## config.mk

```make
export PLATFORM = sky130hd
export DESIGN_NAME = vga_timing_gen
export DESIGN_NICKNAME = d
export VERILOG_FILES = /design/src/rtl/vga_timing_pkg.sv /design/src/rtl/vga_sync_delay.sv /design/src/rtl/vga_timing_gen.sv
export SDC_FILE = /design/constraint.sdc
export NUM_CORES = 1
export LEC_CHECK = 0
export ABC_AREA = 1
export ABC_CLOCK_PERIOD_IN_PS = 4100
export CELL_PAD_IN_SITES_DETAIL_PLACEMENT = 1
export CELL_PAD_IN_SITES_GLOBAL_PLACEMENT = 2
export CORE_UTILIZATION = 30
export CTS_CLUSTER_DIAMETER = 40
export DETAILED_ROUTE_END_ITERATION = 8
export PLACE_DENSITY_LB_ADDON = 0.08
export RECOVER_POWER = 25
export SKIP_CTS_REPAIR_TIMING = 1
export SYNTH_ARGS = -nofsm -noshare
export SYNTH_HDL_FRONTEND = slang
export SYNTH_SLANG_ARGS = --single-unit
```

## constraint.sdc

```tcl
create_clock -name clk -period 4.1 [get_ports clk]
set_input_delay 1.025 -clock clk [delete_from_list [all_inputs] [get_ports clk]]
set_output_delay 1.025 -clock clk [all_outputs]
set_load 0.01 [all_outputs]
```

## src/rtl/vga_timing_pkg.sv

```systemverilog
// vga_timing_pkg
// Shared timing constants and helpers for the VGA timing generator.
//   - Default 640x480@60 Hz timing (25 MHz pixel rate).
//   - H_TOTAL / V_TOTAL derivation helper.
//   - 10-bit coordinate type used for both counters.
package vga_timing_pkg;

    localparam int unsigned COORD_W = 10;

    typedef logic [COORD_W-1:0] coord_t;

    localparam int unsigned DEF_H_ACTIVE = 640;
    localparam int unsigned DEF_H_FP     = 16;
    localparam int unsigned DEF_H_SYNC   = 96;
    localparam int unsigned DEF_H_BP     = 48;
    localparam int unsigned DEF_V_ACTIVE = 480;
    localparam int unsigned DEF_V_FP     = 10;
    localparam int unsigned DEF_V_SYNC   = 2;
    localparam int unsigned DEF_V_BP     = 33;

    // Total period of one axis: active + front porch + sync + back porch.
    function automatic int unsigned axis_total(input int unsigned active,
                                               input int unsigned fp,
                                               input int unsigned sync,
                                               input int unsigned bp);
        return active + fp + sync + bp;
    endfunction

    localparam int unsigned DEF_H_TOTAL = axis_total(DEF_H_ACTIVE, DEF_H_FP, DEF_H_SYNC, DEF_H_BP);
    localparam int unsigned DEF_V_TOTAL = axis_total(DEF_V_ACTIVE, DEF_V_FP, DEF_V_SYNC, DEF_V_BP);

    // Half-open window test: lo <= v < hi.
    function automatic logic in_window(input coord_t v, input coord_t lo, input coord_t hi);
        return (v >= lo) && (v < hi);
    endfunction

endpackage

```

## src/rtl/vga_sync_delay.sv

```systemverilog
// vga_sync_delay
// Delays the {hsync, vsync} pair by DLY clk cycles (independent of pix_ce)
// so the connector pins can be re-aligned with downstream pixel pipelines.
//   clk      in   system clock
//   rst      in   asynchronous active-high reset; fills the line with IDLE
//   sync_in  in   [1] hsync, [0] vsync
//   sync_out out  sync_in delayed DLY clk (DLY=0: combinational pass-through)
module vga_sync_delay #(
    parameter int unsigned DLY  = 1,
    parameter logic        IDLE = 1'b1
) (
    input  logic       clk,
    input  logic       rst,
    input  logic [1:0] sync_in,
    output logic [1:0] sync_out
);

    generate
        if (DLY == 0) begin : g_pass
            assign sync_out = sync_in;
        end else begin : g_dly
            logic [1:0] stage_d [DLY];
            logic [1:0] stage_q [DLY];

            // Shift the pair one stage per clk.
            always_comb begin
                stage_d[0] = sync_in;
                for (int i = 1; i < int'(DLY); i++) begin
                    stage_d[i] = stage_q[i-1];
                end
            end

            // Stage registers; reset loads the inactive level so no pulse
            // fragment can emerge after reset release.
            always_ff @(posedge clk or posedge rst) begin
                if (rst) begin
                    for (int i = 0; i < int'(DLY); i++) begin
                        stage_q[i] <= {IDLE, IDLE};
                    end
                end else begin
                    for (int i = 0; i < int'(DLY); i++) begin
                        stage_q[i] <= stage_d[i];
                    end
                end
            end

            assign sync_out = stage_q[DLY-1];
        end
    endgenerate

endmodule

```

## src/rtl/vga_timing_gen.sv

```systemverilog
// vga_timing_gen
// Raster timing generator: horizontal/vertical counters, display enable,
// sync pulses and line/frame strobes, all registered and mutually aligned.
// Optional feature macro: VGA_FRAME_CNT_EN (builds a 16-bit frame counter;
// when undefined frame_cnt is tied to 0).
//   clk          in   system clock (single domain)
//   rst          in   asynchronous active-high reset
//   pix_ce       in   pixel clock enable; counters advance only when high
//   x, y         out  current hcnt / vcnt (10 bits each)
//   de           out  high inside the active area
//   hsync, vsync out  syncs aligned with x/y/de, active level SYNC_POL
//   hsync_pin,
//   vsync_pin    out  syncs delayed by SYNC_DLY clk for the connector
//   line_start   out  one-clk strobe when hcnt first shows 0
//   frame_start  out  one-clk strobe when (hcnt,vcnt) first shows (0,0)
//   frame_cnt    out  frame counter (0 unless VGA_FRAME_CNT_EN)
module vga_timing_gen
    import vga_timing_pkg::*;
#(
    parameter int unsigned H_ACTIVE = DEF_H_ACTIVE,
    parameter int unsigned H_FP     = DEF_H_FP,
    parameter int unsigned H_SYNC   = DEF_H_SYNC,
    parameter int unsigned H_BP     = DEF_H_BP,
    parameter int unsigned V_ACTIVE = DEF_V_ACTIVE,
    parameter int unsigned V_FP     = DEF_V_FP,
    parameter int unsigned V_SYNC   = DEF_V_SYNC,
    parameter int unsigned V_BP     = DEF_V_BP,
    parameter logic        SYNC_POL = 1'b0,
    parameter int unsigned SYNC_DLY = 1
) (
    input  logic        clk,
    input  logic        rst,
    input  logic        pix_ce,
    output logic [9:0]  x,
    output logic [9:0]  y,
    output logic        de,
    output logic        hsync,
    output logic        vsync,
    output logic        hsync_pin,
    output logic        vsync_pin,
    output logic        line_start,
    output logic        frame_start,
    output logic [15:0] frame_cnt
);

    localparam int unsigned H_TOTAL = axis_total(H_ACTIVE, H_FP, H_SYNC, H_BP);
    localparam int unsigned V_TOTAL = axis_total(V_ACTIVE, V_FP, V_SYNC, V_BP);

    localparam coord_t H_LAST   = coord_t'(H_TOTAL - 1);
    localparam coord_t V_LAST   = coord_t'(V_TOTAL - 1);
    localparam coord_t H_ACT    = coord_t'(H_ACTIVE);
    localparam coord_t V_ACT    = coord_t'(V_ACTIVE);
    localparam coord_t HS_START = coord_t'(H_ACTIVE + H_FP);
    localparam coord_t HS_END   = coord_t'(H_ACTIVE + H_FP + H_SYNC);
    localparam coord_t VS_START = coord_t'(V_ACTIVE + V_FP);
    localparam coord_t VS_END   = coord_t'(V_ACTIVE + V_FP + V_SYNC);

    coord_t hcnt_d, hcnt_q;
    coord_t vcnt_d, vcnt_q;
    logic   de_d, de_q;
    logic   hsync_d, hsync_q;
    logic   vsync_d, vsync_q;
    logic   line_start_d, line_start_q;
    logic   frame_start_d, frame_start_q;
    logic [1:0] pin_s;

    // Next-state: advance the raster position and derive every aligned output
    // from the *next* position, so all registered outputs describe the same pixel.
    always_comb begin
        hcnt_d        = hcnt_q;
        vcnt_d        = vcnt_q;
        de_d          = de_q;
        hsync_d       = hsync_q;
        vsync_d       = vsync_q;
        line_start_d  = 1'b0;
        frame_start_d = 1'b0;
        if (pix_ce) begin
            if (hcnt_q == H_LAST) begin
                hcnt_d = 10'd0;
                if (vcnt_q == V_LAST) begin
                    vcnt_d = 10'd0;
                end else begin
                    vcnt_d = vcnt_q + 10'd1;
                end
            end else begin
                hcnt_d = hcnt_q + 10'd1;
                vcnt_d = vcnt_q;
            end
            de_d          = (hcnt_d < H_ACT) && (vcnt_d < V_ACT);
            hsync_d       = in_window(hcnt_d, HS_START, HS_END) ? SYNC_POL : ~SYNC_POL;
            vsync_d       = in_window(vcnt_d, VS_START, VS_END) ? SYNC_POL : ~SYNC_POL;
            line_start_d  = (hcnt_d == 10'd0);
            frame_start_d = (hcnt_d == 10'd0) && (vcnt_d == 10'd0);
        end else begin
            // Hold position and levels; strobes stay low while paused.
            hcnt_d        = hcnt_q;
            vcnt_d        = vcnt_q;
            line_start_d  = 1'b0;
            frame_start_d = 1'b0;
        end
    end

    // Timing state registers. Reset parks the position on the last pixel of the
    // frame so the first enabled edge lands on (0,0).
    always_ff @(posedge clk or posedge rst) begin
        if (rst) begin
            hcnt_q        <= H_LAST;
            vcnt_q        <= V_LAST;
            de_q          <= 1'b0;
            hsync_q       <= ~SYNC_POL;
            vsync_q       <= ~SYNC_POL;
            line_start_q  <= 1'b0;
            frame_start_q <= 1'b0;
        end else begin
            hcnt_q        <= hcnt_d;
            vcnt_q        <= vcnt_d;
            de_q          <= de_d;
            hsync_q       <= hsync_d;
            vsync_q       <= vsync_d;
            line_start_q  <= line_start_d;
            frame_start_q <= frame_start_d;
        end
    end

`ifdef VGA_FRAME_CNT_EN
    logic [15:0] frame_cnt_d, frame_cnt_q;

    // Count frames; the value shown alongside frame_start already includes
    // that frame. Wraps naturally at 16 bits.
    always_comb begin
        if (frame_start_d) begin
            frame_cnt_d = frame_cnt_q + 16'd1;
        end else begin
            frame_cnt_d = frame_cnt_q;
        end
    end

    // Frame counter register.
    always_ff @(posedge clk or posedge rst) begin
        if (rst) begin
            frame_cnt_q <= 16'd0;
        end else begin
            frame_cnt_q <= frame_cnt_d;
        end
    end

    assign frame_cnt = frame_cnt_q;
`else
    assign frame_cnt = 16'd0;
`endif

    vga_sync_delay #(
        .DLY  (SYNC_DLY),
        .IDLE (~SYNC_POL)
    ) u_sync_delay (
        .clk      (clk),
        .rst      (rst),
        .sync_in  ({hsync_q, vsync_q}),
        .sync_out (pin_s)
    );

    assign x           = hcnt_q;
    assign y           = vcnt_q;
    assign de          = de_q;
    assign hsync       = hsync_q;
    assign vsync       = vsync_q;
    assign hsync_pin   = pin_s[1];
    assign vsync_pin   = pin_s[0];
    assign line_start  = line_start_q;
    assign frame_start = frame_start_q;

endmodule
```

==> out/results.tsv, run 1 <==
metric	value	unit
worst skew pair latency	0.28	ns
Mapped Cells	278	
slowest cell on the critical path	dlygate4sd3_1	
Die Wd	83.38	um
synthesized area	1987	um2
setup_tns	0	ns
Final Cycle Share	61.62	%
H-tree depth	1	
Min-Delay Path Class	reg -> reg	
fin cells	381	
nets@finish	312	
total power per unit cell area	436.7	nW/um2
drt drc	0	
Avg WL per Cell	14.01	um
Routed WL	5337	um
slowest stage delay, CP	0.79	ns
Reg2Reg Setup Slack	1.90	ns
diode count	0	
crit path buf inv count	2	
max-cap violations	0	
post-route ant nets	0	
Area Overhead vs Synth	16.81	%
Leak	1.093	nW
initial core utilization	31.11	%
RSZ-0062 raised after global routing	false	
pre-CTS WS	1.474	ns
#FFs+latches synth	27	
Seq/Total Area, Yosys	34.89	%
fraction of layout cells with a size suffix above 1	13.82	%
die height	83.38	um
via count	1715	
max-slew violations	0	
WP data arrival	2.71	ns
most frequent cells in the layout	nand2_1, inv_1, clkdlybuf4s50_1, nor2_1, nand3_1	
Routability Congestion	0.7384	
FP Rows	29	
global-route usage over all layers	16.04	%
critical path type	in -> reg	
worst-margin pin slew	1.013	ns
vias per inst	4.501	
global-route wire length before repair	8921	um
detailed placement HPWL	4129	um
placed cell count	377	
post-route setup slack	1.574	ns
commonest non-fill, non-tap cell in the layout	nand2_1	
clk slew on worst S/H paths	0.10	ns
CP max FO	19	
IO Port Bufs	29	
Fin Hold WS	0.3999	ns
outcome	finished, final reports clean	
io pins	46	
clk_skew	0.006144	ns
final core utilization	36.34	%
Syn. warnings	0	
CTS Buf Count	3	
Fill cells	817	
vias in the first global route	1677	
Worst IR Drop VDD	151.1	uV
Critical Path RT	4.29	ns
Worst Setup Start Kind	primary input	
relative slew slack	32.36	%
clk root buf	clkbuf_8	
drt initial violations	64	
fmax	395.8	MHz
final hold vios	0	
crit path time final	2.526	ns
CP Capture Type	register	
worst-path cell chain	dlygate4sd3_1, clkbuf_1, nand3_1, o21ai_0	
core box area	6386	um2
syn avg cell area	7.147	um2
Pre-antenna DRT Iters	4	
CTS tree	built	
Crit path max-delay family	buffers and inverters	
Yosys cell types	32	
Clock Tree Buf Depth	2	
gr ovfl total	0	
largest net degree at the start of global routing	26	
antenna violations before repair	0	
CTS sink count	27	
final setup fails	0	
die area	6952	um2
path summary, 6_finish.rpt:
path | end | cells past startpoint | start
max in group asynchronous | u_sync_delay.sync_out[1] | 3 | rst
worst min register to register | u_sync_delay.sync_out[0] | 0 | vsync
worst max-delay path | x[0] | 4 | pix_ce
worst max register to register | vsync | 12 | y[0]
min in group asynchronous | y[0] | 2 | rst
worst min-delay path | u_sync_delay.sync_out[0] | 0 | vsync
flip-flops by register name, summed over array words and instances (netlist names):
name                   flops
de                         1
u_sync_delay.sync_out      2
vsync                      1
line_start                 1
x                         10
hsync                      1
frame_start                1
y                         10
Yosys cell counts (all sizes together):
| cell type | n | area [um2] |
|---|---|---|
| dfrtp | 13 | 325.3 |
| nand3b | 1 | 7.510 |
| nor3 | 2 | 26.28 |
| o21bai | 1 | 7.510 |
| dfstp | 14 | 367.9 |
| conb | 1 | 3.750 |
| nor2 | 29 | 147.6 |
| nand2 | 88 | 352.8 |
| o21a | 1 | 7.510 |
| ha | 4 | 50.05 |
| inv | 36 | 135.1 |
| nand3 | 29 | 187.7 |
| a31oi | 1 | 6.260 |
| clkbuf | 3 | 11.26 |
| nand4 | 8 | 50.05 |
| buf | 21 | 151.4 |
| o21ai | 19 | 95.09 |
| a21oi | 5 | 36.29 |
| xor2 | 2 | 17.52 |
cell type report:
class | instances | area [um2] | area share, %
Timing Repair Buffer | 31 | 301.5 | 12.99
Clock inverter | 1 | 5.005 | 0.2156
Clock buffer | 3 | 41.29 | 1.779
Inverter | 36 | 135.1 | 5.822
Tap cell | 77 | 96.34 | 4.151
Sequential cell | 27 | 693.2 | 29.87
Multi-Input combinational cell | 206 | 1049 | 45.18
worst register-to-register path, stage by stage (launching register included):
cell     delay, ns
dfrtp_1       0.55
inv_1         0.14
ha_1          0.23
nand3_1       0.08
nor2_1        0.05
nand2_1       0.21
nand2_1       0.09
a21oi_1       0.34
nand2_1       0.09
nor2_1        0.12
nand3_1       0.07
nand2_1       0.09
nand2_1       0.07
cells by family (layout without fill, tap and decap cells):
logic type	count (synthesis)	count (layout)	share of synthesized area, %
AO/OA/AOI/OAI	27	27	7.683
XOR/XNOR	2	2	0.8818
adder cells (fa/ha/maj)	4	4	2.519
buffers and inverters	60	71	14.99
flip-flops	27	27	34.89
other	1	16	0.1887
AND/OR/NAND/NOR	157	157	38.85
routing by layer:
metal	wire length, um	global-route usage [%]	vias to the layer above
met3	97	1.789	2
met2	2556	26.38	25
met4	36	4.232	0
met1	2647	22.34	795
met5	0	0	-
li1	-	-	893
where the power goes:
group	switching, mW	internal [mW]	leakage [nW]
sequential	0.0998	0.341	0.319
combinational	0.231	0.181	0.749
clock	0.0921	0.0683	0.0255
total	0.423	0.590	1.09
metrics by stage:
stage	cell area [um2]	total power, mW
2_1_floorplan	2043	0.6978
3_3_place_gp	2282	0.8610
3_5_place_dp	2282	0.8671
4_1_cts	2328	1.033
5_1_grt	2321	1.098
6_report	2321	1.014
(Power assumes the default switching activity.)
==> run 2, diff against run 1 <==
Settings changed: ABC_CLOCK_PERIOD_IN_PS 4100 to 2310, CORE_UTILIZATION 30 to 25.
Clock period 4.1 ns to 2.31 ns, I/O delays scaled along.
==> run 2 against run 1 <==
Effect of this change:
- global-route usage fell by 1.2 points
- worst setup slack got worse by 1.3 ns
- core utilization fell by 5.3 points
- non-clock buffer count rose by 3
- register-to-register slack got worse by 1.7 ns
- design area rose by 2.7%
- first-iteration DRC count fell by 33%
- cell count rose by 7.3%
- clock power rose by 91%
- worst hold slack improved by 0.0067 ns
- count of clock-buffer cells in the layout did not move
==> out/results.tsv, run 2 (synthesized netlist as in run 1, its figures left out) <==
metric	value	unit
Final Cycle Share	90.11	%
setup_tns	0	ns
Clock Tree Buf Depth	2	
Placement Cell Area	2336	um2
max-slew violations	0	
IO Port Bufs	29	
cell area after layout	2385	um2
vias per inst	4.364	
Pre-antenna DRT Iters	4	
final setup fails	0	
RSZ-0062 raised after global routing	false	
nets@finish	315	
via count	1785	
relative slew slack	48.94	%
fraction of layout cells with a size suffix above 1	15.64	%
commonest non-fill, non-tap cell in the layout	nand2_1	
crit path time final	2.082	ns
CTS tree	built	
H-tree depth	1	
Worst IR Drop VDD	228.3	uV
clk_skew	0.002683	ns
CP Capture Type	register	
post-route ant nets	0	
Avg WL per Cell	14.17	um
Worst Setup Start Kind	register	
worst-margin pin slew	0.7659	ns
gr ovfl total	0	
pre-CTS WS	0.1852	ns
most frequent cells in the layout	nand2_1, inv_1, clkdlybuf4s50_1, nand3_1, nor2_1	
diode count	0	
final hold vios	0	
CP max FO	10	
detailed placement HPWL	4513	um
clk slew on worst S/H paths	0.11	ns
post-route setup slack	0.2284	ns
met1 usage	19.32	%
met3 usage	2.178	%
Die Wd	91.15	um
Routability Congestion	0.7596	
max-cap violations	0	
worst skew pair latency	0.29	ns
final core utilization	31.02	%
largest net degree at the start of global routing	28	
antenna violations before repair	0	
WP data arrival	2.27	ns
FP Rows	32	
Critical Path RT	2.50	ns
initial core utilization	25.85	%
CTS Buf Count	3	
die height	91.15	um
global-route wire length before repair	9660	um
Area Overhead vs Synth	20.03	%
critical path type	reg -> reg	
drt drc	0	
total power per unit cell area	774.0	nW/um2
Total Power	1.846	mW
clk root buf	clkbuf_8	
io pins	46	
vias in the first global route	1844	
core box area	7687	um2
CTS sink count	27	
global-route usage over all layers	14.85	%
fmax	480.4	MHz
Min-Delay Path Class	reg -> reg	
Routed WL	5795	um
outcome	finished, final reports clean	
Reg2Reg Setup Slack	0.23	ns
Leak	1.107	nW
Top Usage Layer GRT	met2	
GR met2 Demand/Resource	26.14	%
drt initial violations	43	
die area	8308	um2
==> run 2: worst paths after layout <==
kind                            startpoint                        to  cells past startpoint
worst max-delay path                  x[0]                        de                     11
worst min-delay path                 vsync  u_sync_delay.sync_out[0]                      0
worst max register to register        x[0]                        de                     11
worst min register to register       vsync  u_sync_delay.sync_out[0]                      0
max in group asynchronous              rst                      y[8]                      3
min in group asynchronous              rst                line_start                      3
==> run 2: power breakdown <==
group	leakage (nW)	internal [mW]	switching, mW	total, mW
combinational	0.767	0.331	0.429	0.759
clock	0.0217	0.123	0.182	0.305
sequential	0.319	0.606	0.175	0.781
total	1.11	1.06	0.786	1.85
==> run 2: stage by stage <==
stage          std cells  hold slack, ns
2_1_floorplan        293          0.3827
3_3_place_gp         405          0.3687
3_5_place_dp         405          0.3784
4_1_cts              409          0.3959
5_1_grt              409          0.4191
6_report             409          0.4065
==> run 2: layer usage <==
layer | vias up | part of all wire, %
met4 | 0 | 0.66
li1 | 900 | -
met1 | 858 | 48
met2 | 23 | 49
met5 | - | 0
met3 | 4 | 2.3
==> run 2: final cells by class <==
class                           count  area, um2
Clock buffer                        3      41.29
Clock inverter                      1      7.507
Fill cell                         977       5303
Inverter                           36      135.1
Multi-Input combinational cell    206       1055
Sequential cell                    27      693.2
Tap cell                          102      127.6
Timing Repair Buffer               34      325.3
==> run 2: critical path, stage by stage, from the launching register on <==
cell,delay [ns]
dfstp_2,0.60
ha_1,0.25
nand3_4,0.12
inv_2,0.09
nand2_4,0.07
nor2_8,0.21
nand3_1,0.10
nand2_1,0.15
nand2_1,0.08
nor2_2,0.15
nand3b_1,0.12
nand2_1,0.05
